### config.mk
export PLATFORM = sky130hd
export DESIGN_NAME = countdown_timer
export DESIGN_NICKNAME = d
export VERILOG_FILES = /design/src/rtl/countdown_timer.sv
export SDC_FILE = /design/constraint.sdc
export NUM_CORES = 1
export LEC_CHECK = 0
export ABC_AREA = 1
export BUFFER_PORTS_ARGS = -buffer_cell sky130_fd_sc_hd__buf_2
export CAP_MARGIN = 20
export CORE_AREA = 2 2 39 41
export CTS_CLUSTER_DIAMETER = 100
export DETAILED_ROUTE_END_ITERATION = 12
export DIE_AREA = 0 0 41 43
export GPL_TIMING_DRIVEN = 0
export SYNTH_ARGS = -nofsm -noshare
export SYNTH_HDL_FRONTEND = slang
export SYNTH_SLANG_ARGS = --single-unit
### constraint.sdc
create_clock -name clk -period 2.1 [get_ports clk]
set_input_delay 0.105 -clock clk [delete_from_list [all_inputs] [get_ports clk]]
set_output_delay 0.105 -clock clk [all_outputs]
set_load 0.01 [all_outputs]
### src/rtl/countdown_timer.sv
// Loadable down-counter with IDLE/RUN/DONE sequencing and a one-cycle
// terminal-count pulse. Synchronous active-high reset.
// Build option: define AUTO_RELOAD_EN to make the counter periodic. It then
// reloads from the last loaded value after reaching 0, instead of stopping in DONE.
module countdown_timer #(
  parameter int unsigned WIDTH = 4
) (
  input  logic             clk,
  input  logic             rst,
  input  logic             load,
  input  logic [WIDTH-1:0] load_h,
  input  logic             en,
  output logic [WIDTH-1:0] count,
  output logic             busy,
  output logic             done,
  output logic             tc
);

  typedef enum logic [1:0] {
    IDLE = 2'd0,
    RUN  = 2'd1,
    DONE = 2'd2
  } state_t;

  localparam logic [WIDTH-1:0] ZERO = '0;
  localparam logic [WIDTH-1:0] ONE  = WIDTH'(1);

  state_t           state;
  logic [WIDTH-1:0] reload;

  // State, counter, reload register and registered status outputs
  always_ff @(posedge clk) begin
    if (rst) begin
      state  <= IDLE;
      count  <= ZERO;
      reload <= ZERO;
      busy   <= 1'b0;
      done   <= 1'b0;
      tc     <= 1'b0;
    end else if (load) begin
      count  <= load_h;
      reload <= load_h;
      tc     <= 1'b0;
      if (load_h != ZERO) begin
        state <= RUN;
        busy  <= 1'b1;
        done  <= 1'b0;
      end else begin
        state <= DONE;
        busy  <= 1'b0;
        done  <= 1'b1;
      end
    end else begin
      tc <= 1'b0;
      case (state)
        RUN: begin
          if (en) begin
            if (count > ONE) begin
              count <= count - ONE;
            end else if (count == ONE) begin
              count <= ZERO;
              tc    <= 1'b1;
`ifdef AUTO_RELOAD_EN
              // stay in RUN; the next enabled edge restarts the period
`else
              state <= DONE;
              busy  <= 1'b0;
              done  <= 1'b1;
`endif
            end else begin
`ifdef AUTO_RELOAD_EN
              count <= reload;
`else
              // a zero count in RUN cannot occur here; park safely in DONE
              state <= DONE;
              busy  <= 1'b0;
              done  <= 1'b1;
`endif
            end
          end
        end
        IDLE, DONE: begin
          // count held, en ignored
        end
        default: begin
          state <= IDLE;
          count <= ZERO;
          busy  <= 1'b0;
          done  <= 1'b0;
        end
      endcase
    end
  end

endmodule

==> metrics.csv <==
stage,metric,value,unit
worst_setup_path,reg2regPathDepth,7,
worst_setup_path,crit_chain,"inv_1, ha_1, o21ai_1, nand2_1, nand2_1, nand2_1, a21oi_2",
sta,finClkSkew,0.00351,ns
grt,grt_pass1_wl,1830,µm
worst_setup_path,crit_arrival,1.59,ns
grt,grt_use_total,15.7,%
cts,holdBufCountCts,0,
cells_and_area,final_area,612,µm²
routing,vias,510,
worst_hold_path,hp-class,input port to flop,
floorplanning,die_w,41,µm
routing,firstDrtPassIters,3,
cts,clk_latency,0.26,ns
cts,post-cts-setup-buffers,0,
worst_setup_path,end_kind,flop,
worst_setup_path,slowest_delay,0.34,ns
logic_synthesis,synth_area_per_cell,6.04,µm²
logic_synthesis,syn_nets,92,
sta,hold_violations,0,
floorplanning,initial_utilization,35.8,%
sta,finalCriticalPeriod,1.40,ns
logic_synthesis,ys_types,17,
logic_synthesis,syn_inst,82,
routing,routed_wl,1050,µm
cts,clockBufferDepth,2,
sta,fin_crit_sh,66.7,%
cts,clock-root-buffer,clkbuf_4,
floorplanning,dieArea,0.00176,mm²
cells_and_area,final_net_count,111,
place,gp_congestion,0.778,
power_and_ir_drop,p_leak,0.330,nW
power_and_ir_drop,ir_drop,0.303,mV
logic_synthesis,synth_seq_cells,7,
routing,drc,0,
logic_synthesis,ys_seq_area_share,28.3,%
cts,clock-sinks,7,
run_status,run_status,finished clean,
place,portBuffers,14,
grt,antenna_found_initial,0,
sta,setup_viol,0,
worst_setup_path,critPathLaunchType,flop,
floorplanning,io_pins,15,
floorplanning,fp.dieH,43,µm
cts,cts_resized,0,
sta,relSlewSlack,82.9,%
routing,first_iter_violations,8,
cells_and_area,syn_to_final_growth,23.5,%
routing,drtAntennaViolNets,0,
cts,htree_levels,1,
worst_setup_path,crit_path_max_fanout,5,
flow_run,maxCapViolations,0,
logic_synthesis,synth_area,495,µm²
grt,grt_pass1_vias,445,
cells_and_area,n_antenna_cell,0,
cts,cts_tree,built,
sta,worst_slack,0.699,ns
floorplanning,placementRows,14,
routing,avgViaCountPerCell,4.40,
worst_setup_path,slowest_stage,dfxtp_1,
power_and_ir_drop,p_total,0.397,mW
worst_setup_path,critPathMostFrequentCell,nand2_1,
sta,fmax,714,MHz
routing,wl_per_cell,9.02,µm
place,post_dp_cell_area,586,µm²
place,dpl_worst_slack,0.726,ns
cts,clkTransAtPathRegs,0.06,ns
worst_hold_path,min_path_cells,2,
grt,gr-total-overflow,0,
sta,tightest_slew,0.255,ns
floorplanning,core,0.00138,mm²
grt,grt_max_degree,9,
sta,final-max-slew-violation-count,0,
logic_synthesis,yosys_warnings,0,
cts,cts_made_buffers,3,
worst_setup_path,crit_type,flop to flop,
sta,finalSetupTns,0,ns
cells_and_area,drive_gt1_share,29.0,%
power_and_ir_drop,p_per_area,649,mW/mm²
sta,rsz0062_at_grt,false,
place,place.detailed.hpwl,841,µm
worst_setup_path,cp.required,2.29,ns
[synth_stat cells]
cell | instances | share of area, %
nand2_4 | 1 | 2.3
nor3_1 | 1 | 1.0
a21oi_1 | 1 | 1.0
nand2_1 | 34 | 26
dfxtp_1 | 7 | 28
nand3_2 | 2 | 4.0
nand2_2 | 1 | 1.3
nor2_1 | 11 | 8.3
a21oi_2 | 1 | 1.8
o21ai_0 | 2 | 2.0
nor2_4 | 1 | 2.3
inv_1 | 7 | 5.3
nand3_1 | 4 | 4.0
nor2_2 | 4 | 5.0
inv_2 | 2 | 1.5
ha_1 | 2 | 5.0
o21ai_1 | 1 | 1.0
[cells in the final DEF (no fill, tap or decap)]
cell	synthesis	final
a21oi_2	1	1
o21ai_1	1	1
nand2_2	1	1
ha_1	2	2
clkbuf_4	0	3
nor2_1	11	11
nand2_4	1	1
nor2_2	4	4
o21ai_0	2	2
buf_2	0	14
a21oi_1	1	1
nand3_1	4	4
inv_1	7	7
clkbuf_1	0	1
inv_2	2	2
nand2_1	34	34
nor2_4	1	1
nand3_2	2	2
dfxtp_1	7	7
nor3_1	1	1
[power by group]
part	internal [mW]	switching [mW]	total (mW)
combinational	0.0443	0.0731	0.117
sequential	0.143	0.00972	0.152
clock	0.0728	0.0545	0.127
total	0.260	0.137	0.397
[registers in the layout (all words and copies together), names as in the netlist]
signal  cells
tc          1
done        1
state       1
count       4
[final timing paths]
kind | endpoint | slack (ns) | from
min | done | 0.04 | rst
min reg2reg | done | 0.51 | done
max | done | 0.70 | count[0]
max reg2reg | done | 0.70 | count[0]
[metrics by stage]
step                      std cells  hold slack [ns]  util [%]
final                           116           0.0350      44.2
after global routing            116           0.0311      44.2
after CTS                       116           0.0321      44.2
after detailed placement        112            0.300      42.3
after global placement          112            0.297      42.3
after floorplan                  82            0.167         -
[critical path, delay by kind of cell, from the launching register on]
kind / cells / cell delay, ns
buffers and inverters: 1 / 0.10
AO/OA/AOI/OAI: 2 / 0.36
flip-flops: 1 / 0.34
AND/OR/NAND/NOR: 3 / 0.28
adder cells (fa/ha/maj): 1 / 0.25
[logic make-up after synthesis]
family / synth area share, %
AO/OA/AOI/OAI: 5.81
adder cells (fa/ha/maj): 5.05
buffers and inverters: 6.82
flip-flops: 28.3
AND/OR/NAND/NOR: 54.0
[metal layers]
layer / up-vias / share of wire (%) / track usage, %
li1: 286 / - / -
met1: 209 / 50 / 21.1
met2: 11 / 44 / 20.0
met3: 4 / 3.1 / 4.71
met4: 0 / 2.3 / 12.0
met5: - / 0 / 0
[area by class of cell]
type / instances / area (µm²)
Fill cell: 150 / 772
Timing Repair Buffer: 14 / 70.1
Tap cell: 16 / 20.0
Inverter: 9 / 33.8
Sequential cell: 7 / 140
Clock buffer: 4 / 26.3
Multi-Input combinational cell: 66 / 322
Power figures use the tool's default switching activity.
